--- src/rtl/simon_seq_ctrl.sv ---
// Memory-game sequence controller: grows a random sequence one element per round,
// plays it back paced by TIMER_PULSE, checks the player's input and tracks scores.
module simon_seq_ctrl #(
  parameter int NUM_CH         = 4,
  parameter int MAX_LEN        = 32,
  parameter int TIMEOUT_PULSES = 8,
  localparam int CH_W          = $clog2(NUM_CH),
  localparam int LEN_W         = $clog2(MAX_LEN + 1)
) (
  input  logic             CLK,
  input  logic             RST_N,
  input  logic             START,
  input  logic [CH_W-1:0]  RAND,
  input  logic             TIMER_PULSE,
  input  logic [CH_W-1:0]  IN,
  input  logic             IN_VALID,
  output logic [CH_W-1:0]  OUT,
  output logic             OUT_VALID,
  output logic [LEN_W-1:0] SCORE,
  output logic [LEN_W-1:0] HIGH_SCORE,
  output logic             ROUND_DONE,
  output logic             WIN,
  output logic             LOSE,
  output logic             HS_NEW
);

  localparam int IDX_W = $clog2(MAX_LEN);
  localparam int TMO_W = $clog2(TIMEOUT_PULSES + 1);
  localparam logic [LEN_W-1:0] LEN_MAX  = LEN_W'(MAX_LEN);
  localparam logic [TMO_W-1:0] TMO_LAST = TMO_W'(TIMEOUT_PULSES - 1);

  typedef enum logic [2:0] {
    IDLE, ADD, SHOW_ON, SHOW_OFF, INPUT, WIN_S, LOSE_S, END_S
  } state_t;

  state_t           state;
  logic [CH_W-1:0]  stack [MAX_LEN];
  logic [LEN_W-1:0] cnt;
  logic [LEN_W-1:0] idx;
  logic [TMO_W-1:0] tmo;
  logic [CH_W-1:0]  rand_mod;
  logic [LEN_W-1:0] last_idx;
  logic [CH_W-1:0]  cur;

  // RAND is reduced in 32 bits so a power-of-two NUM_CH never wraps to a zero divisor.
  assign rand_mod = CH_W'(32'(RAND) % NUM_CH);
  assign last_idx = cnt - LEN_W'(1);
  assign cur      = stack[idx[IDX_W-1:0]];

  always_ff @(posedge CLK or negedge RST_N) begin
    if (!RST_N) begin
      state      <= IDLE;
      cnt        <= '0;
      idx        <= '0;
      tmo        <= '0;
      OUT        <= '0;
      OUT_VALID  <= 1'b0;
      SCORE      <= '0;
      HIGH_SCORE <= '0;
      ROUND_DONE <= 1'b0;
      WIN        <= 1'b0;
      LOSE       <= 1'b0;
      HS_NEW     <= 1'b0;
      for (int k = 0; k < MAX_LEN; k++) stack[k] <= '0;
    end else begin
      ROUND_DONE <= 1'b0;
      WIN        <= 1'b0;
      LOSE       <= 1'b0;
      HS_NEW     <= 1'b0;
      case (state)
        IDLE: begin
          OUT_VALID <= 1'b0;
          if (START) begin
            cnt   <= '0;
            SCORE <= '0;
            state <= ADD;
          end
        end
        ADD: begin
          if (cnt == LEN_MAX) begin
            state <= WIN_S;
          end else begin
            stack[cnt[IDX_W-1:0]] <= rand_mod;
            cnt   <= cnt + LEN_W'(1);
            idx   <= '0;
            state <= SHOW_ON;
          end
        end
        SHOW_ON: begin
          OUT <= cur;
          if (TIMER_PULSE) begin
            OUT_VALID <= 1'b0;
            state     <= SHOW_OFF;
          end else begin
            OUT_VALID <= 1'b1;
          end
        end
        SHOW_OFF: begin
          // Dark gap keeps back-to-back repeats of one channel visible as two flashes.
          OUT_VALID <= 1'b0;
          if (TIMER_PULSE) begin
            if (idx == last_idx) begin
              idx   <= '0;
              tmo   <= '0;
              state <= INPUT;
            end else begin
              idx   <= idx + LEN_W'(1);
              state <= SHOW_ON;
            end
          end
        end
        INPUT: begin
          if (IN_VALID) begin
            tmo <= '0;
            if (IN == cur) begin
              if (idx == last_idx) begin
                SCORE      <= cnt;
                ROUND_DONE <= 1'b1;
                state      <= ADD;
              end else begin
                idx <= idx + LEN_W'(1);
              end
            end else begin
              state <= LOSE_S;
            end
          end else if (TIMER_PULSE) begin
            if (tmo == TMO_LAST) state <= LOSE_S;
            else tmo <= tmo + TMO_W'(1);
          end
        end
        WIN_S: begin
          WIN   <= 1'b1;
          SCORE <= LEN_MAX;
          state <= END_S;
        end
        LOSE_S: begin
          LOSE  <= 1'b1;
          state <= END_S;
        end
        END_S: begin
          if (SCORE > HIGH_SCORE) begin
            HIGH_SCORE <= SCORE;
            HS_NEW     <= 1'b1;
          end
          state <= IDLE;
        end
        default: state <= IDLE;
      endcase
    end
  end

endmodule

--- config.mk ---
export PLATFORM = sky130hd
export DESIGN_NAME = simon_seq_ctrl
export DESIGN_NICKNAME = d
export VERILOG_FILES = /design/src/rtl/simon_seq_ctrl.sv
export SDC_FILE = /design/constraint.sdc
export NUM_CORES = 1
export LEC_CHECK = 0
export BUFFER_PORTS_ARGS = -buffer_cell sky130_fd_sc_hd__buf_2
export CAP_MARGIN = 40
export CORE_ASPECT_RATIO = 2
export CORE_MARGIN = 5
export CORE_UTILIZATION = 35
export CTS_CLUSTER_SIZE = 12
export DETAILED_ROUTE_END_ITERATION = 8
export SYNTH_ARGS = -nofsm -noshare
export SYNTH_HDL_FRONTEND = slang
export SYNTH_SLANG_ARGS = --single-unit
--- constraint.sdc ---
create_clock -name CLK -period 3.2 [get_ports CLK]
set_input_delay 0.8 -clock CLK [delete_from_list [all_inputs] [get_ports CLK]]
set_output_delay 0.8 -clock CLK [all_outputs]
set_load 0.02 [all_outputs]
After elaboration in Yosys (flattened, before gate mapping)
Cells that the tools add are included.
W data, S select, Z words.
Operators by class
  $add $sub $neg: 4
  $mul: 0
  div/mod/pow operators: 0
  $lt $le $gt $ge: 4
  eq/ne operators: 24
  shift-type cells: 0
  multiplexer cells: 47
  bitwise gates (word level): 3
  reduce and logical (&&, ||, !) cells: 16
Operators by type and width (count)
  $mux W6: 11
  $bwmux W64: 1
  $pmux W6 S3: 2
  $mux W3: 10
  $pmux W3 S7: 1
  $mux W4: 5
  $ne A2 B2 Y1 const B: 9
  $add A6 B1 Y6 const B: 2
  $eq A3 B3 Y1 const B: 4
  $ge A6 B6 Y1 const B: 2
  $not A5 Y6: 2
  $pmux W6 S2: 1
  $reduce_and A6 Y1: 2
  $bmux W2 S5: 1
  $demux W2 S5: 1
  $reduce_and A5 Y1: 2
  $mux W1: 9
  $ne A3 B3 Y1 const B: 3
  $pmux W4 S2: 1
  $eq A3 B2 Y1 const B: 2
  $eq A6 B6 Y1: 1
  $eq A6 B6 Y1 const B: 1
  $gt A6 B6 Y1: 1
  $lt A6 B1 Y1 const B: 1
  16 further kinds: 23
Storage, ports and cells
  register bits after elaboration: 102
  bits in latches: 0
  RAM bits: 0
  ROM bits: 0
  bits of input ports: 9
  output and inout bits: 19
  word-level logic and storage cells: 142
  memories: 0

Longest topological paths before layout
  depth after elaboration: 8
  gate-level depth with buffers: 12

Least setup slack after synthesis
OpenSTA, ideal clock, no wires.
  kind: reg-to-reg
  start point: register cnt[0]
  end point: register idx[5]
  setup time: 128 ps
  arrival: 2428 ps
  required time: 3072 ps
  path slack: 644 ps
  stages on the path, launching flop included: 13
  buffers on the path: 2
  clock period less this slack: 2556 ps
  cells stage by stage: dfrtp_1 > clkbuf_1 > inv_1 > ha_1 > nand2b_1 > a21boi_0 > o31ai_1 > or2_1 > buf_2 > a31oi_1 > o21ai_0 > o2bb2ai_1 > o21bai_1
Between the ends
  cells in the longest elaborated chain, start to end: 5
  elaborated cells between the ends (all ways): 9
  those cells by class: add/sub: 1; eq/ne: 4; mux: 3; reduce/logical: 1
Ends and longest elaborated chain
  start: declaration: line 38  | logic [LEN_W-1:0] cnt;
  start signal: assignment: line 84  | cnt <= cnt + LEN_W'(1);
  $sub A6 B1 Y6: line 47  | assign last_idx = cnt - LEN_W'(1);
  $eq A6 B6 Y1: line 102, 116
  $mux W6: line 102  | if (idx == last_idx) begin
  $mux W6: line 101  | if (TIMER_PULSE) begin
  $pmux W6 S3: line 70  | case (state)
  end signal: assignment: line 107  | idx <= idx + LEN_W'(1);
  end signal: assignment: line 121  | idx <= idx + LEN_W'(1);
  end: declaration: line 39  | logic [LEN_W-1:0] idx;
Several ways; a longest one is shown, not always the timed one. The select of a mux whose other input is x is not followed.
A chain may end at the register's enable or synchronous reset.

Final worst setup path
  start point: register idx[0]
  end point: register idx[1]
Between the ends
  cells in the longest elaborated chain, start to end: 7
  elaborated cells between the ends (all ways): 16
  those cells by class: add/sub: 1; eq/ne: 4; mux: 9; bitwise: 1; reduce/logical: 1
Ends and longest elaborated chain
  $not A5 Y6 (implied by the code): line 48  | assign cur = stack[idx[IDX_W-1:0]];
  $bmux W2 S5: line 48
  $mux W2 (implied by the code) (2 in a row): line 48
  $eq A2 B2 Y1: line 115  | if (IN == cur) begin
  $ne A2 B2 Y1 (no source line)
  $reduce_and A6 Y1 (no source line)
Several ways; a longest one is shown, not always the timed one. The select of a mux whose other input is x is not followed.

==> impl_results.rst <==
.. list-table::
   :header-rows: 1

   * - Metric
     - Value
   * - Seq. cell area
     - 2550 sq um
   * - Sinks on Clock Net
     - 102
   * - Most frequent cell after synthesis
     - sky130_fd_sc_hd__dfrtp_1
   * - Static Leak
     - 2.67 nW
   * - Initial antenna violation count
     - 0
   * - RSZ-0062 raised after global routing
     - no
   * - Instance count of the mapped netlist
     - 510
   * - Antenna viol nets, final
     - 0
   * - Worst-path cell with the longest stage delay
     - sky130_fd_sc_hd__dfrtp_1
   * - Setup clock skew after layout
     - 0.0110 ns
   * - Top-level port count
     - 28
   * - Total setup buffers inserted after CTS
     - 0
   * - Post-synth top area cell
     - sky130_fd_sc_hd__dfrtp_1
   * - Total routing resource utilization after global routing
     - 16.3%
   * - Most instantiated flip-flop cell in the synthesis netlist
     - sky130_fd_sc_hd__dfrtp_1
   * - Crit end category
     - register
   * - Crit. Startpoint
     - idx[0]
   * - Critical Path AT
     - 3.16 ns
   * - Vertical die dimension
     - 189 microns
   * - Horiz. Die Dim
     - 99.3 microns
   * - Async set-reset flop share out of synthesis
     - 100%
   * - Post-Layout Cell Count
     - 738
   * - Largest incremental delay on the critical path
     - 0.74 ns
   * - Worst Path Class, Setup
     - register to register
   * - Worst setup path end
     - idx[1]
   * - Top post-synthesis cells by count
     - sky130_fd_sc_hd__dfrtp_1, sky130_fd_sc_hd__mux2_2, sky130_fd_sc_hd__nand2_1
   * - Area of the core
     - 15,700 sq um
   * - Maximum operating frequency
     - 343 MHz
   * - Average footprint of a synthesized cell
     - 10.9 sq um
   * - Detailed-route wire length per cell
     - 19.6 microns
   * - Area added between synthesis and finish
     - 12.3%
   * - Total of endpoints with negative setup slack in the final report
     - 0
   * - Max-cap violations
     - 0
   * - Final Total Pwr
     - 4.75 mW
   * - Finished Cell Area
     - 6260 sq um
   * - Antenna Diode Count
     - 0
   * - CP max FO
     - 17
   * - DRC violations left
     - 0
   * - Net count after synthesis
     - 532
   * - Number of vias after detailed routing
     - 4,065
   * - Time the worst path needs with I/O delays and setup
     - 2.92 ns
   * - Number of nets in the layout
     - 554
   * - Number of buffers between clock root and the deepest sink
     - 2
   * - Worst-Margin Slew
     - 0.756 ns
   * - Fillers
     - 1,509
   * - Launch instance of the worst register-to-register path
     - idx[0]
   * - Final count of pins violating max slew
     - 0
   * - Pre-antenna DRT Iters
     - 4
   * - Layout cell share with drive strength beyond 1
     - 27.4%
   * - Share of the yosys chip area belonging to registers
     - 45.8%
   * - Largest vdd supply drop
     - 0.285 mV
   * - Kind of start point of the critical path
     - register
   * - Area contributors post-synth
     - sky130_fd_sc_hd__dfrtp_1, sky130_fd_sc_hd__mux2_2, sky130_fd_sc_hd__nand2_1
   * - Maximum number of pins on one net before global-route repair
     - 52
   * - Post-synthesis cell area
     - 5580 sq um
   * - Half-perimeter wire length after detailed placement
     - 11.1 mm
   * - Data required, critical path
     - 3.44 ns
   * - CTS tree
     - yes
   * - # port buffers
     - 27
   * - Path type of the worst min-delay path
     - primary input to asynchronous set/reset pin
   * - Flip-flop and latch count after synthesis
     - 102
   * - Clock insertion delay at the later pin of the skew report
     - 0.35 ns
   * - Post-layout utilization of the core
     - 39.9%
   * - Register-to-register path setup slack
     - 0.28 ns
   * - # placed instances
     - 722
   * - Hold-fix buffers, CTS
     - 0
   * - Critical-path cell list
     - mux4_1 > mux2_2 > nand3_2 > nand4_4 > xnor2_2 > o21ai_2 > a21oi_2 > mux2_1
   * - Die area
     - 18,700 sq um
   * - Part of the cycle the worst path needs
     - 91.2%
   * - Pwr/cell area
     - 758 nW/um^2
   * - Leftover overflow at the end of global routing
     - 0
   * - Post-detailed-route via-to-cell ratio
     - 5.51
   * - Hold Vio Cnt, Final
     - 0
   * - Depth of the worst register-to-register path
     - 8
   * - Vias in the first global route
     - 4,323
   * - Clock root cell
     - sky130_fd_sc_hd__clkbuf_16
   * - Dpl cell area
     - 5930 sq um
   * - Routability congestion estimate
     - 0.911
   * - Starting DRT DRC Count
     - 174
   * - Max H-tree Level
     - 3
   * - Count of synthesis-stage warnings from yosys
     - 0
   * - Number of buffers created by CTS
     - 9
   * - Number of gates given a new drive strength after cts
     - 0
   * - Clock input transition at the sequential cells of the worst setup and hold paths
     - 0.07 ns
   * - Number of flops mapped to enable cells by yosys
     - 0
   * - Worst slew margin
     - 49.5%
   * - Global-route wire length before repair
     - 23.6 mm
   * - Total wirelength of the detailed-routed design
     - 14.4 mm
   * - R2r endpoint
     - idx[1]
   * - Yosys cell types
     - 65
   * - Multi-input logic area
     - 2810 sq um
   * - Run status
     - finished clean
   * - Post-synth top area share
     - 45.8%
   * - Starting utilization of the core area
     - 35.5%
   * - Row Count
     - 65
   * - Setup Total Neg Slack
     - 0 ns
## worst min-delay path by stage
stage | start | to | slack (ns) | cells after the start
global placement | stack[40] | stack[40] | 0.49 | 1
floorplan | stack[21] | stack[21] | 0.47 | 1
global route | stack[13] | stack[13] | 0.53 | 1
detailed placement | stack[0] | stack[0] | 0.49 | 1
finish | RST_N | stack[37] | 0.50 | 1
CTS | stack[0] | stack[0] | 0.51 | 1
## where the power goes
part / total, mW / switching (mW) / internal [mW]
Sequential: 1.82 / 0.289 / 1.53
Combinational: 1.73 / 0.976 / 0.755
Clock: 1.20 / 0.488 / 0.712
## logic make-up (layout without fill, tap and decap cells)
group | after synthesis | after routing | synth area share, %
xor gates and xnor gates | 12 | 12 | 2.02
muxes | 99 | 99 | 20.6
and+or+nand+nor | 152 | 152 | 13.9
buffers and inverters | 46 | 73 | 3.86
DFF | 102 | 102 | 45.8
adders and majority gates | 13 | 13 | 2.92
AOI/OAI and AO/OA | 86 | 86 | 10.9
## layout by cell type, fill, tap and decap left out, types with 3 or more instances in the layout
| cell | count |
|---|---|
| sky130_fd_sc_hd__o22ai_1 | 3 |
| sky130_fd_sc_hd__o2bb2ai_1 | 4 |
| sky130_fd_sc_hd__nor2b_1 | 11 |
| sky130_fd_sc_hd__dfrtp_1 | 102 |
| sky130_fd_sc_hd__nand2_1 | 58 |
| sky130_fd_sc_hd__clkbuf_16 | 9 |
| sky130_fd_sc_hd__o21a_1 | 3 |
| sky130_fd_sc_hd__nor3_1 | 4 |
| sky130_fd_sc_hd__mux4_1 | 3 |
| sky130_fd_sc_hd__o21ai_0 | 17 |
| sky130_fd_sc_hd__nand4_1 | 6 |
| sky130_fd_sc_hd__mux2_2 | 77 |
| sky130_fd_sc_hd__and2_1 | 7 |
| sky130_fd_sc_hd__nor3b_1 | 3 |
| sky130_fd_sc_hd__and3_1 | 6 |
| sky130_fd_sc_hd__ha_1 | 13 |
| sky130_fd_sc_hd__buf_4 | 15 |
| sky130_fd_sc_hd__o31ai_1 | 3 |
| sky130_fd_sc_hd__nor2_1 | 29 |
| sky130_fd_sc_hd__a21oi_1 | 15 |
| sky130_fd_sc_hd__xor2_1 | 10 |
| sky130_fd_sc_hd__a22o_1 | 6 |
| sky130_fd_sc_hd__mux2i_1 | 17 |
| sky130_fd_sc_hd__a211oi_1 | 3 |
| sky130_fd_sc_hd__a31oi_1 | 6 |
| sky130_fd_sc_hd__a22oi_1 | 3 |
| sky130_fd_sc_hd__inv_1 | 15 |
| sky130_fd_sc_hd__nand2b_1 | 5 |
| sky130_fd_sc_hd__buf_2 | 26 |
| sky130_fd_sc_hd__nand3_1 | 7 |
## routing by layer
layer | global-route usage, % | routed length [microns] | vias to the layer above
met5 | 0 | 0 | -
met4 | 9.00 | 701 | 0
met3 | 2.74 | 366 | 34
met2 | 30.9 | 8370 | 89
met1 | 16.3 | 5000 | 2067
li1 | - | - | 1875
## sequential cells by signal, summed over array words and instances, names as in the netlist
| signal | count |
|---|---|
| idx | 6 |
| HS_NEW | 1 |
| ROUND_DONE | 1 |
| LOSE | 1 |
| stack | 64 |
| OUT | 2 |
| state | 3 |
| tmo | 4 |
| SCORE | 6 |
| OUT_VALID | 1 |
| WIN | 1 |
| HIGH_SCORE | 6 |
| cnt | 6 |
## critical path, delay by kind of cell, from the launching register on
kind / cells / cell delay (ns)
simple gates: 2 / 0.23
flops: 1 / 0.74
xor+xnor: 1 / 0.21
mux: 3 / 1.24
compound gates: 2 / 0.38
## cell type report
class | instances | area share (%)
repair buffers | 42 | 4.19
inverters | 15 | 0.899
multi-input cells | 362 | 44.9
flip-flops and latches | 102 | 40.8
clock inverters | 6 | 1.46
well taps | 201 | 4.02
clock buffers | 10 | 3.82
## stage by stage
| step | hold slack, ns | setup slack (ns) |
|---|---|---|
| floorplan | 0.470 | 0.644 |
| global placement | 0.488 | 0.375 |
| detailed placement | 0.491 | 0.313 |
| CTS | 0.508 | 0.286 |
| global route | 0.528 | 0.115 |
| finish | 0.495 | 0.281 |
Power figures use the tool's default switching activity.
